==> src/rtl/music_pkg.sv <==
// ---------------------------------------------------------------------------
// music_pkg
// Shared constants and types for the music tone generator.
//   - CLK_HZ / CNT_W : system clock the divisor table is built for, and the
//                      width of the half-period counter.
//   - Note-code field positions (octave in [5:4], degree in [3:0]).
//   - Mid-octave half-period divisors, CLK_HZ / (2 * f_note).
//   - FSM state type for the tone generator.
// ---------------------------------------------------------------------------
package music_pkg;

    localparam int CLK_HZ = 50000000;
    localparam int CNT_W  = 18;

    localparam int OCT_MSB = 5;
    localparam int OCT_LSB = 4;
    localparam int DEG_MSB = 3;
    localparam int DEG_LSB = 0;

    // Mid octave (octave code 1) half periods in system clocks.
    localparam int unsigned DIV_C = 95556;
    localparam int unsigned DIV_D = 85131;
    localparam int unsigned DIV_E = 75843;
    localparam int unsigned DIV_F = 71586;
    localparam int unsigned DIV_G = 63776;
    localparam int unsigned DIV_A = 56818;
    localparam int unsigned DIV_B = 50619;

    typedef enum logic [1:0] {
        IDLE = 2'd0,
        TONE = 2'd1,
        REST = 2'd2,
        GAP  = 2'd3
    } state_t;

endpackage

==> src/rtl/note_lut.sv <==
// ---------------------------------------------------------------------------
// note_lut
// Combinational note-code to half-period divisor lookup.
//   note_code_i [5:0] : octave [5:4] (0 low, 1 mid, 2 high, 3 invalid),
//                       degree [3:0] (1..7 = C..B, anything else = rest).
//   half_div_o        : half period in system clocks; 0 means rest.
// Low octave doubles the mid-octave divisor, high octave halves it.
// ---------------------------------------------------------------------------
module note_lut #(
    parameter int CNT_W = 18
) (
    input  logic [5:0]       note_code_i,
    output logic [CNT_W-1:0] half_div_o
);
    import music_pkg::*;

    logic [1:0]       oct;
    logic [3:0]       deg;
    logic [CNT_W-1:0] base;

    assign oct = note_code_i[OCT_MSB:OCT_LSB];
    assign deg = note_code_i[DEG_MSB:DEG_LSB];

    always_comb begin
        base = '0;
        case (deg)
            4'd1:    base = CNT_W'(DIV_C);
            4'd2:    base = CNT_W'(DIV_D);
            4'd3:    base = CNT_W'(DIV_E);
            4'd4:    base = CNT_W'(DIV_F);
            4'd5:    base = CNT_W'(DIV_G);
            4'd6:    base = CNT_W'(DIV_A);
            4'd7:    base = CNT_W'(DIV_B);
            default: base = '0;
        endcase
    end

    always_comb begin
        half_div_o = '0;
        case (oct)
            2'd0:    half_div_o = base << 1;
            2'd1:    half_div_o = base;
            2'd2:    half_div_o = base >> 1;
            default: half_div_o = '0;
        endcase
    end

endmodule

==> src/rtl/music_tone_gen.sv <==
// ---------------------------------------------------------------------------
// music_tone_gen
// Latches the song-ROM note code on each beat and drives the buzzer with a
// square wave at that note's pitch. Everything runs on in_clk; the beat clock
// clk_4 is sampled as data.
//   in_clk    : system clock (50 MHz)
//   rst       : asynchronous reset, active low
//   clk_4     : beat clock, asynchronous level input
//   note_code : ROM note code ([5:4] octave, [3:0] degree, [7:6] ignored)
//   beep      : square wave to the buzzer
//   playing   : high while beep is toggling
//   cur_note  : note code latched at the last beat
// Optional feature macro MUSIC_TONE_GAP_EN: when defined, a repeated identical
// note starts with GAP_CYCLES of silence so consecutive notes are audibly
// separated; when undefined, repeats simply restart the tone phase.
// ---------------------------------------------------------------------------
module music_tone_gen #(
    parameter int CLK_HZ     = 50000000,
    parameter int GAP_CYCLES = CLK_HZ / 20,
    parameter int CNT_W      = 18
) (
    input  logic       in_clk,
    input  logic       rst,
    input  logic       clk_4,
    input  logic [7:0] note_code,
    output logic       beep,
    output logic       playing,
    output logic [7:0] cur_note
);
    import music_pkg::*;

    logic             sync1_q, sync2_q, hist_q;
    logic             beat_rise;
    logic [7:0]       cur_note_q;
    logic [CNT_W-1:0] lut_div;
    logic [CNT_W-1:0] half_div_q;
    logic [CNT_W-1:0] cnt_q, cnt_d;
    logic             beep_q, beep_d;
    state_t           state_q, state_d;

`ifdef MUSIC_TONE_GAP_EN
    localparam int GAP_W = (GAP_CYCLES > 1) ? $clog2(GAP_CYCLES) : 1;
    logic [GAP_W-1:0] gap_q, gap_d;
`endif

    note_lut #(.CNT_W(CNT_W)) u_note_lut (
        .note_code_i (note_code[OCT_MSB:DEG_LSB]),
        .half_div_o  (lut_div)
    );

    // Two flops resolve metastability, the third remembers the previous level.
    always_ff @(posedge in_clk or negedge rst) begin
        if (!rst) begin
            sync1_q <= 1'b0;
            sync2_q <= 1'b0;
            hist_q  <= 1'b0;
        end else begin
            sync1_q <= clk_4;
            sync2_q <= sync1_q;
            hist_q  <= sync2_q;
        end
    end

    assign beat_rise = sync2_q & ~hist_q;

    // The divisor is taken from the code being latched, so it is ready the
    // cycle after the beat, together with the counter clear.
    always_ff @(posedge in_clk or negedge rst) begin
        if (!rst) begin
            cur_note_q <= 8'h00;
            half_div_q <= '0;
        end else if (beat_rise) begin
            cur_note_q <= note_code;
            half_div_q <= lut_div;
        end
    end

    always_ff @(posedge in_clk or negedge rst) begin
        if (!rst) begin
            state_q <= IDLE;
            cnt_q   <= '0;
            beep_q  <= 1'b0;
        end else begin
            state_q <= state_d;
            cnt_q   <= cnt_d;
            beep_q  <= beep_d;
        end
    end

`ifdef MUSIC_TONE_GAP_EN
    always_ff @(posedge in_clk or negedge rst) begin
        if (!rst) begin
            gap_q <= '0;
        end else begin
            gap_q <= gap_d;
        end
    end
`endif

    always_comb begin
        state_d = state_q;
        cnt_d   = cnt_q;
        beep_d  = beep_q;
        playing = 1'b0;
`ifdef MUSIC_TONE_GAP_EN
        gap_d   = gap_q;
`endif
        case (state_q)
            TONE: begin
                playing = 1'b1;
                // Equality is safe: half_div only changes alongside a counter clear.
                if (cnt_q == half_div_q - CNT_W'(1)) begin
                    cnt_d  = '0;
                    beep_d = ~beep_q;
                end else begin
                    cnt_d = cnt_q + CNT_W'(1);
                end
            end
`ifdef MUSIC_TONE_GAP_EN
            GAP: begin
                cnt_d  = '0;
                beep_d = 1'b0;
                if (gap_q == GAP_W'(GAP_CYCLES - 1)) begin
                    gap_d   = '0;
                    state_d = TONE;
                end else begin
                    gap_d = gap_q + GAP_W'(1);
                end
            end
`endif
            default: begin
                cnt_d  = '0;
                beep_d = 1'b0;
            end
        endcase

        // A beat overrides whatever the current state was doing.
        if (beat_rise) begin
            cnt_d  = '0;
            beep_d = 1'b0;
`ifdef MUSIC_TONE_GAP_EN
            gap_d  = '0;
            if (lut_div == '0) begin
                state_d = REST;
            end else if (note_code == cur_note_q) begin
                state_d = GAP;
            end else begin
                state_d = TONE;
            end
`else
            if (lut_div == '0) begin
                state_d = REST;
            end else begin
                state_d = TONE;
            end
`endif
        end
    end

    assign beep     = beep_q;
    assign cur_note = cur_note_q;

endmodule

==> config.mk <==
export PLATFORM = sky130hd
export DESIGN_NAME = music_tone_gen
export DESIGN_NICKNAME = d
export VERILOG_FILES = /design/src/rtl/music_pkg.sv /design/src/rtl/note_lut.sv /design/src/rtl/music_tone_gen.sv
export SDC_FILE = /design/constraint.sdc
export NUM_CORES = 1
export LEC_CHECK = 0
export BUFFER_PORTS_ARGS = -buffer_cell sky130_fd_sc_hd__buf_4
export CORE_MARGIN = 2
export CORE_UTILIZATION = 65
export DETAILED_ROUTE_END_ITERATION = 8
export GPL_ROUTABILITY_DRIVEN = 1
export GPL_TIMING_DRIVEN = 0
export PLACE_DENSITY_LB_ADDON = 0.2
export SETUP_SLACK_MARGIN = 0.5
export SKIP_LAST_GASP = 1
export SLEW_MARGIN = 20
export SYNTH_ARGS = -nofsm -noshare
export SYNTH_HDL_FRONTEND = slang
export SYNTH_SLANG_ARGS = --single-unit
==> constraint.sdc <==
create_clock -name in_clk -period 5.6 [get_ports in_clk]
set_clock_uncertainty 0.1 [all_clocks]
set_input_delay 0.28 -clock in_clk [delete_from_list [all_inputs] [get_ports in_clk]]
set_output_delay 0.28 -clock in_clk [all_outputs]
set_load 0.005 [all_outputs]
# Word level (Yosys, flattened, before mapping)
# Index checks and enable logic that the tools add are counted.
[word_totals]
register_bits = 50
input_bits = 11
out_inout_bits = 10
word_cells = 37
[classes]
addsub = 2
eq_ne = 12
mux = 10
bitwise = 3
n_reduce_logical = 2
[op_table]
columns = ["operator", "count"]
rows = [
  ["$pmux W17 S7", 1],
  ["$mux W18", 3],
  ["$pmux W18 S3", 1],
  ["$add A18 B1 Y18 const B", 1],
  ["$eq A18 B18 Y1", 1],
  ["$logic_not A18 Y1", 1],
  ["$sub A18 B1 Y18 const B", 1],
  ["$eq A4 B3 Y1 const B", 4],
  ["$eq A4 B2 Y1 const B", 2],
  ["$eq A2 B1 Y1 const B", 2],
  ["$eq A4 B1 Y1 const B", 1],
  ["$mux W1", 4],
  ["$ne A3 B3 Y1 const B", 1],
  ["$eq A2 B2 Y1 const B", 1],
  ["$logic_not A2 Y1", 1],
  ["$mux W2", 1],
  ["$not A1 Y1", 2],
  ["$and A1 B1 Y1", 1],
]

# Depth between registers and ports, before layout
# Gate-level depths: netlist (run 1).
[depth]
ltp_word = 5
depth_mapped = 9
ltp_nobuf = 8

# By module
# From an unflattened synthesis (run 1), not the netlist that was laid out.
[hier_totals]
cells_unflattened = 430
area_unflattened_um2 = 3527.1
[modules_own_cells]
columns = ["mod", "n_inst", "cells_each", "area_per_inst_um2", "seq_area_each_um2"]
rows = [
  ["music_tone_gen", 1, 307, 2688.8, 1251.2],
  ["note_lut", 1, 123, 838.3, 0.0],
]

# Worst setup path after synthesis (run 1)
# No wires, ideal clock.
[synth_path]
path_type = "reg2reg"
startpoint = "register half_div_q[0]"
endpoint = "register beep_q, in the netlist beep"
setup_time_ps = 125
arrival_time_ps = 2724
required_ps = 5375
slack_ps = 2651
path_stages_with_launch = 9
path_buffers = 0
synth_period_minus_slack_ps = 2949
path_cell_list = "dfrtp_1 inv_1 ha_1 or4b_4 nor3_2 xnor2_1 or4_4 nor4_4 mux2_4"
[synth_between]
elab_chain_len = 3
[synth_lines]
columns = ["element", "line_no", "text"]
rows = [
  ["start, declared", "music_tone_gen.sv:36", "logic [CNT_W-1:0] half_div_q;"],
  ["start signal, assigned", "music_tone_gen.sv:74", "half_div_q <= lut_div;"],
  ["$sub A18 B1 Y18", "music_tone_gen.sv:112", "if (cnt_q == half_div_q - CNT_W'(1)) begin"],
  ["$eq A18 B18 Y1", "music_tone_gen.sv:112", ""],
  ["$ne A3 B3 Y1 (no source line)", "n/a", ""],
  ["end signal, assigned", "music_tone_gen.sv:86", "beep_q <= beep_d;"],
  ["end, declared", "music_tone_gen.sv:38", "logic beep_q, beep_d;"],
]
# No other way between the ends.
# A chain may end at the register's enable or synchronous reset.

# Worst setup path after layout (run 1)
[layout_path]
startpoint = "register half_div_q[2]"
endpoint = "register cnt_q[16]"
[layout_between]
elab_chain_len = 5
[layout_lines]
columns = ["element", "line_no", "text"]
rows = [
  ["$sub A18 B1 Y18", "music_tone_gen.sv:112", ""],
  ["$eq A18 B18 Y1", "music_tone_gen.sv:112", ""],
  ["$mux W18", "music_tone_gen.sv:112", ""],
  ["$mux W18", "music_tone_gen.sv:108", "case (state_q)"],
  ["$mux W18", "music_tone_gen.sv:138", "if (beat_rise) begin"],
  ["named net cnt_d[16]", "music_tone_gen.sv:37", "logic [CNT_W-1:0] cnt_q, cnt_d;"],
  ["end signal, assigned", "music_tone_gen.sv:85", "cnt_q <= cnt_d;"],
  ["end, declared", "music_tone_gen.sv:37", ""],
]
# The timed path passes the listed nets, and every way through them passes these cells.

==> reports/metrics.csv, run 1 <==
stage,metric,value,unit
status,status,"complete, no violations",
place,# port buffers,18,
cts,"Reg clk slew, reported paths",0.10,ns
worst_setup_path,CP Launch Type,flop,
worst_setup_path,CP arrival,3.42,ns
drt,DRC Markers,0,
power,PwrDens,246.1,nW/µm²
logic_synthesis,share of the yosys chip area belonging to registers,0.3909,
place,RePlAce Congestion,0.9696,
worst_setup_path,Worst R2R Start,half_div_q[2]$_DFFE_PN0P_,
logic_synthesis,fraction of registers with async set/reset,1.000,
timing,fmax,299.6,MHz
timing,RSZ-0062 raised after global routing,no,
timing,Period minus WS final,3.338,ns
logic_synthesis,syn nets,382,
logic_synthesis,Synth area leaders,"dfrtp_1, xor2_1, xnor2_1, nor3_1, nand2_1",
floorplanning,Starting Density,0.6776,
floorplanning,Core ar.,4723,µm²
cts,post_cts resized,0,
timing,Rel. slew slack,0.4292,
timing,final setup fails,0,
logic_synthesis,cells after synthesis,369,
logic_synthesis,Post-synth EDFFs,0,
cts,CTS sink cnt,50,
cts,clock tree root buffer cell,clkbuf_8,
min_path,Worst Hold Launch,note_code[7],
layout,Layout area overhead,10.52,%
cts,Max clock buf depth,2,
global_route,largest net degree at the start of global routing,51,
floorplanning,Ports,21,
logic_synthesis,Mapped Area,3201,µm²
cts,Post CTS Setup Buffer Count,0,
floorplanning,die width,74.17,µm
min_path,worst hold path class,primary input to flop,
cts,later-pin clock latency in the skew report,0.31,ns
timing,max-slew violations,0,
global_route,number of global-route vias before repair,2674,
logic_synthesis,"Top FF cell, synth",dfrtp_1,
floorplanning,overall die height,74.17,µm
cts,cts bufs inserted,5,
global_route,initial antenna violation count,0,
power,Final Total Pwr,870.5,µW
power,worst vdd ir,0.1667,mV
drt,drt total wl,7808,µm
logic_synthesis,synth warn,0,
timing,Final Cycle Share,0.5961,
global_route,total congestion overflow,0,
layout,Layout Nets,409,
worst_setup_path,Setup Crit Path Kind,flop to flop,
logic_synthesis,Mean Syn Cell Area,8.674,µm²
drt,routed len/inst,16.83,µm
layout,share of layout cells above drive strength 1,0.1058,
logic_synthesis,Synth area leader,dfrtp_1,
global_route,first-pass GRT wire length,13050,µm
cts,# H-tree levels,2,
worst_setup_path,CP required,5.68,ns
worst_setup_path,worst-path fanout max,10,
floorplanning,Die Area,5501,µm²
drt,starting DRC count in detailed routing,270,
layout,# diodes,0,
global_route,GRT Total Usage,0.3060,
drt,vias,2925,
floorplanning,placement row count,25,
logic_synthesis,Seq cells post-synth,50,
logic_synthesis,top-area cell type share of the netlist area,0.3909,
logic_synthesis,count of cell types in the netlist,55,
power,Leakage,1.506,nW
timing,post-route setup TNS,0,ns
place,Final HPWL DP,5644,µm
cts,TritonCTS clock tree,done,
drt,drt pass-1 iters,7,
worst_setup_path,CP Capture Type,flop,
timing,Worst-Margin Slew,0.8443,ns
flow_run,Max-Cap Viols,0,
worst_setup_path,CP Launch Point,half_div_q[2]$_DFFE_PN0P_,
layout,fillcell total,364,
drt,DR vias/cell,6.304,
drt,Post-DRT Antenna Nets,0,
timing,Final Hold Viols,0,
layer usage:
metal,track usage,up-vias,share of wire
li1,-,1392,-
met1,0.4610,1406,0.46
met2,0.4663,120,0.47
met3,0.04201,7,0.064
met4,0.07879,0,0.0074
met5,0,-,0
Yosys cell counts (2+ instances only):
cell type / count
o41ai_1: 3
nor3_1: 28
o211ai_1: 2
or4_1: 2
xnor2_1: 17
or3_1: 2
buf_1: 5
buf_2: 2
nor2b_1: 7
nand4_1: 11
a211oi_1: 3
nor4_1: 2
o2111ai_1: 2
and4_1: 2
o21ai_0: 23
a32o_1: 3
nor4b_1: 2
o22ai_1: 7
nand3_1: 12
nor2_1: 26
nand2_1: 32
nand2b_1: 3
nor3b_1: 3
xor2_1: 22
a21oi_1: 22
and3_1: 3
dfrtp_1: 50
ha_1: 2
a22o_1: 12
clkbuf_1: 19
o221ai_1: 2
o31ai_1: 2
inv_1: 10
mux2_2: 5
path summary, 6_finish.rpt:
| path | cells after the start | end | slack, ns |
|---|---|---|---|
| min reg2reg | 0 | sync2_q$_DFF_PN0_ | 0.26 |
| max in group asynchronous | 2 | half_div_q[7]$_DFFE_PN0P_ | 4.57 |
| min in group asynchronous | 2 | cnt_q[4]$_DFF_PN0_ | 0.40 |
| max reg2reg | 8 | cnt_q[16]$_DFF_PN0_ | 2.26 |
| min | 2 | cur_note[7]$_DFFE_PN0P_ | 0.09 |
| max | 8 | cnt_q[16]$_DFF_PN0_ | 2.26 |
power by group:
part	switching (mW)	internal (mW)	total, mW	leakage, nW
Sequential	0.0269	0.386	0.413	0.659
Combinational	0.134	0.0990	0.233	0.797
Clock	0.131	0.0935	0.224	0.0506
cells by family after synthesis:
| logic type | Yosys count | synth area share |
|---|---|---|
| multiplexers | 7 | 0.02541 |
| adder cells (fa/ha/maj) | 2 | 0.007817 |
| AO/OA/AOI/OAI | 90 | 0.1841 |
| buffers and inverters | 38 | 0.04887 |
| XOR/XNOR | 39 | 0.1067 |
| AND/OR/NAND/NOR | 143 | 0.2361 |
| flip-flops | 50 | 0.3909 |
metrics by stage:
| step | utilization | hold slack, ns | setup slack [ns] | instances | instance area, µm² |
|---|---|---|---|---|---|
| after floorplan | - | -0.1156 | 2.651 | 369 | 3201 |
| after global placement | 0.7240 | 0.2301 | 2.320 | 454 | 3420 |
| after detailed placement | 0.7240 | 0.2346 | 2.283 | 454 | 3420 |
| after CTS | 0.7489 | 0.08419 | 2.289 | 464 | 3537 |
| after global routing | 0.7489 | 0.08197 | 2.050 | 464 | 3537 |
| final | 0.7489 | 0.09428 | 2.262 | 464 | 3537 |
what timing repair did:
| item | CTS | global route |
|---|---|---|
| endpoints found under the setup margin | 0 | 0 |
| hold endpoints to repair | 51 | 0 |
| hold buffers | 2 | 0 |
worst max-delay path, cell delays in order (launching register included):
cell	delay, ns
dfrtp_1	0.39
buf_6	0.13
nor3_1	0.68
nand3_1	0.18
xnor2_1	0.16
or4_4	0.55
nor4_4	0.65
buf_4	0.29
nor3_1	0.07
layout make-up:
cell class                 count  area (µm²)  share of cell area
inverter                      10       37.54             0.01061
timing repair buffer          20       155.1             0.04386
tap                           67       83.83             0.02370
buffer                        28       118.9             0.03360
clock inverter                 3       28.78            0.008136
clock buffer                   5       68.82             0.01946
sequential                    50        1251              0.3537
multi-input combinational    281        1793              0.5069
cell usage in the layout, fill, tap and decap left out, types with 2 or more instances in the layout:
cell type | Yosys | routed
a211oi_1 | 3 | 3
a21oi_1 | 22 | 22
a22o_1 | 12 | 12
a32o_1 | 3 | 3
and3_1 | 3 | 3
and4_1 | 2 | 2
buf_1 | 5 | 5
buf_2 | 2 | 2
buf_4 | 1 | 19
clkbuf_1 | 19 | 19
clkbuf_8 | 0 | 5
dfrtp_1 | 50 | 50
dlygate4sd3_1 | 0 | 2
ha_1 | 2 | 2
inv_1 | 10 | 10
mux2_2 | 5 | 5
nand2_1 | 32 | 32
nand2b_1 | 3 | 3
nand3_1 | 12 | 12
nand4_1 | 11 | 11
nor2_1 | 26 | 26
nor2b_1 | 7 | 7
nor3_1 | 28 | 28
nor3b_1 | 3 | 3
nor4_1 | 2 | 2
nor4b_1 | 2 | 2
o2111ai_1 | 2 | 2
o211ai_1 | 2 | 2
o21ai_0 | 23 | 23
o221ai_1 | 2 | 2
o22ai_1 | 7 | 7
o31ai_1 | 2 | 2
o41ai_1 | 3 | 3
or3_1 | 2 | 2
or4_1 | 2 | 2
xnor2_1 | 17 | 17
xor2_1 | 22 | 22
sequential cells by signal, summed over array words and instances, names as in the netlist:
| name | count |
|---|---|
| cnt_q | 18 |
| beep | 1 |
| half_div_q | 18 |
| cur_note | 8 |
| hist_q | 1 |
| sync2_q | 1 |
| sync1_q | 1 |
| state_q | 2 |
(Power assumes the default switching activity.)
==> inputs of run 2 (changes only) <==
--- a/config.mk
+++ b/config.mk
@@ -5,9 +5,10 @@
 export SDC_FILE = /design/constraint.sdc
 export NUM_CORES = 1
 export LEC_CHECK = 0
+export ABC_AREA = 1
 export BUFFER_PORTS_ARGS = -buffer_cell sky130_fd_sc_hd__buf_4
 export CORE_MARGIN = 2
-export CORE_UTILIZATION = 65
+export CORE_UTILIZATION = 61
 export DETAILED_ROUTE_END_ITERATION = 8
 export GPL_ROUTABILITY_DRIVEN = 1
 export GPL_TIMING_DRIVEN = 0
==> constraint.sdc (replaced) <==
create_clock -name in_clk -period 3.5 [get_ports in_clk]
set_clock_uncertainty 0.1 [all_clocks]
set_input_delay 0.175 -clock in_clk [delete_from_list [all_inputs] [get_ports in_clk]]
set_output_delay 0.175 -clock in_clk [all_outputs]
set_load 0.005 [all_outputs]
==> run 2 against run 1 <==
Critical path depth up 6. Largest cell class unchanged. Utilization is 5.3 points lower. Via count rose by 0.55%. First-iteration DRC count fell by 27%. Wire length is 6.4% lower. Cell area is 0.78% lower. Flip-flop and latch count stayed put. Synthesized cell count is 19% higher. Critical endpoint is now cnt_q[12]$_DFF_PN0_. Die area rose by 4.3%. Sequential share of layout area is 0.28 points higher. Critical path type unchanged.
==> reports/metrics.csv, run 2 <==
stage,metric,value,unit
flow_run,Max-Cap Viols,0,
timing,Final Cycle Share,0.6863,
logic_synthesis,share of the yosys chip area belonging to registers,0.3982,
cts,clock tree root buffer cell,clkbuf_8,
logic_synthesis,top-area cell type share of the netlist area,0.3982,
timing,Rel. slew slack,0.5817,
floorplanning,overall die height,75.77,µm
floorplanning,Core ar.,5042,µm²
worst_setup_path,CP arrival,2.49,ns
worst_setup_path,CP Capture Type,flop,
worst_setup_path,Setup Crit Path Kind,flop to flop,
layout,multi-input logic area,1652,µm²
worst_setup_path,"most used cell, CP",nand2_1,
timing,max-slew violations,0,
worst_setup_path,CP Cell Sequence,inv_1 > ha_1 > nand2_1 > nor2_1 > nand2_1 > nand2_1 > nand2_1 > nor2_1 > nand3_1 > nor2_2 > nand2_2 > nand3_4 > buf_6 > nor2_1,
place,pre-CTS WS,1.181,ns
cts,post_cts resized,0,
place,# port buffers,20,
worst_setup_path,CP Launch Point,half_div_q[0]$_DFFE_PN0P_,
power,PwrDens,394.1,nW/µm²
timing,RSZ-0062 raised after global routing,no,
status,status,"complete, no violations",
layout,share of layout cells above drive strength 1,0.08051,
cts,later-pin clock latency in the skew report,0.31,ns
timing,Period minus WS final,2.402,ns
global_route,first-pass GRT wire length,12140,µm
global_route,initial antenna violation count,0,
min_path,Worst Hold Launch,note_code[5],
cts,"Reg clk slew, reported paths",0.10,ns
cts,Post CTS Setup Buffer Count,0,
logic_synthesis,most common cell in the netlist,nand2_1,
layout,# diodes,0,
power,Leakage,1.743,nW
timing,"crit path setup slack, layout",1.098,ns
place,Final HPWL DP,5519,µm
worst_setup_path,worst-path fanout max,10,
cts,TritonCTS clock tree,done,
logic_synthesis,top cell types by occurrence after synthesis,"nand2_1, nor2_1, dfrtp_1, inv_1, nand3_1",
logic_synthesis,"Top FF cell, synth",dfrtp_1,
floorplanning,Ports,21,
logic_synthesis,syn nets,453,
logic_synthesis,Post-synth EDFFs,0,
drt,DR vias/cell,5.426,
place,DP Area,3379,µm²
global_route,number of global-route vias before repair,2735,
cts,cts bufs inserted,5,
timing,final setup fails,0,
drt,drt pass-1 iters,5,
worst_setup_path,Worst R2R Start,half_div_q[0]$_DFFE_PN0P_,
logic_synthesis,Mean Syn Cell Area,7.140,µm²
cts,CTS sink cnt,50,
worst_setup_path,"slowest stage cell, crit path",dfrtp_1,
worst_setup_path,worst r2r path cells,14,
logic_synthesis,Mapped Area,3142,µm²
layout,Layout Nets,485,
logic_synthesis,Synth area leader,dfrtp_1,
drt,DRC Markers,0,
worst_setup_path,crit path to,cnt_q[12]$_DFF_PN0_,
logic_synthesis,synth warn,0,
cts,Max clock buf depth,2,
layout,Final Instance Count excl. Fillers,542,
logic_synthesis,cells after synthesis,440,
drt,starting DRC count in detailed routing,196,
floorplanning,die width,75.77,µm
global_route,GRT Total Usage,0.2749,
logic_synthesis,Seq cells post-synth,50,
logic_synthesis,fraction of registers with async set/reset,1.000,
cts,# H-tree levels,2,
worst_setup_path,max incr delay on CP,0.41,ns
floorplanning,Die Area,5740,µm²
place,Placed Instances,530,
drt,routed len/inst,13.49,µm
worst_setup_path,CP Launch Type,flop,
logic_synthesis,count of cell types in the netlist,29,
drt,vias,2941,
worst_setup_path,r2r endpoint,cnt_q[12]$_DFF_PN0_,
global_route,total congestion overflow,0,
timing,post-route setup TNS,0,ns
worst_setup_path,FF-to-FF setup slack,1.10,ns
floorplanning,Starting Density,0.6231,
layout,"commonest non-fill, non-tap cells in the layout","nand2_1, nor2_1, inv_1, dfrtp_1, nand3_1",
floorplanning,placement row count,26,
layout,fillcell total,448,
drt,Post-DRT Antenna Nets,0,
layout,Reg area,1251,µm²
min_path,worst hold path class,primary input to flop,
logic_synthesis,Synth area leaders,"dfrtp_1, nand2_1, nor2_1, xor2_1, inv_1",
layout,"most common cell after layout, fill and taps aside",nand2_1,
layout,Layout area overhead,11.71,%
timing,Worst-Margin Slew,0.6251,ns
drt,drt total wl,7309,µm
power,worst vdd ir,0.1961,mV
place,RePlAce Congestion,0.9006,
global_route,largest net degree at the start of global routing,51,
worst_setup_path,CP required,3.59,ns
layout,Finished Cell Area,3510,µm²
timing,Final Hold Viols,0,
timing,fmax,416.3,MHz
-- run 2: area by class of cell --
| type | count | area share |
|---|---|---|
| timing repair buffer | 25 | 0.05704 |
| multi-input combinational | 332 | 0.4706 |
| clock buffer | 6 | 0.02068 |
| tap | 70 | 0.02496 |
| sequential | 50 | 0.3565 |
| clock inverter | 1 | 0.002139 |
| buffer | 7 | 0.009626 |
| inverter | 51 | 0.05847 |
-- run 2: repair_timing --
action | in CTS | in global routing
endpoints found under the hold margin | 54 | 0
hold buffers | 5 | 0
setup endpoints to repair | 0 | 0
-- run 2: cells by family (layout without fill, tap and decap cells) --
family / after synthesis / in the layout / synth area share
AOI/OAI and AO/OA: 50 / 50 / 0.09478
xor gates and xnor gates: 31 / 31 / 0.08642
adders and majority gates: 2 / 2 / 0.007964
buffers and inverters: 58 / 90 / 0.07607
DFF: 50 / 50 / 0.3982
and+or+nand+nor: 249 / 249 / 0.3365
-- run 2: worst max-delay path: cells and delay by family (launching register included) --
kind / cells / cell delay (ns)
simple gates: 11 / 1.25
flops: 1 / 0.41
buf+inv: 2 / 0.30
fa+ha+maj: 1 / 0.23
-- run 2: how the worst min path moves through the flow --
stage                                         end  slack [ns]  cells past startpoint
after global placement         cnt_q[2]$_DFF_PN0_        0.12                      1
final                     cur_note[5]$_DFFE_PN0P_        0.08                      3
after detailed placement       cnt_q[3]$_DFF_PN0_        0.14                      1
after global routing      cur_note[3]$_DFFE_PN0P_        0.11                      3
after CTS                 cur_note[5]$_DFFE_PN0P_        0.09                      3
after floorplan                  beep$_DFFE_PN0P_       -0.22                      0
-- run 2: where the power goes --
group | internal (mW) | leakage (nW) | switching [mW]
registers | 0.619 | 0.661 | 0.0396
logic | 0.149 | 1.04 | 0.249
clock network | 0.138 | 0.0373 | 0.190
total | 0.905 | 1.74 | 0.479
-- run 2: routing by layer --
| layer | track usage | routed length (µm) | up-vias |
|---|---|---|---|
| met1 | 0.3278 | 3174 | 1368 |
| met4 | 0.1189 | 214 | 0 |
| li1 | - | - | 1459 |
| met2 | 0.4933 | 3650 | 95 |
| met5 | 0 | 0 | - |
| met3 | 0.03439 | 269 | 19 |
-- run 2: through the flow --
step,hold WS [ns],util,power (mW)
floorplan,-0.2206,-,0.9419
detailed placement,0.1376,0.6702,1.055
global placement,0.1235,0.6702,1.044
finish,0.08252,0.6960,1.383
CTS,0.08658,0.6960,1.383
global route,0.1141,0.6960,1.467
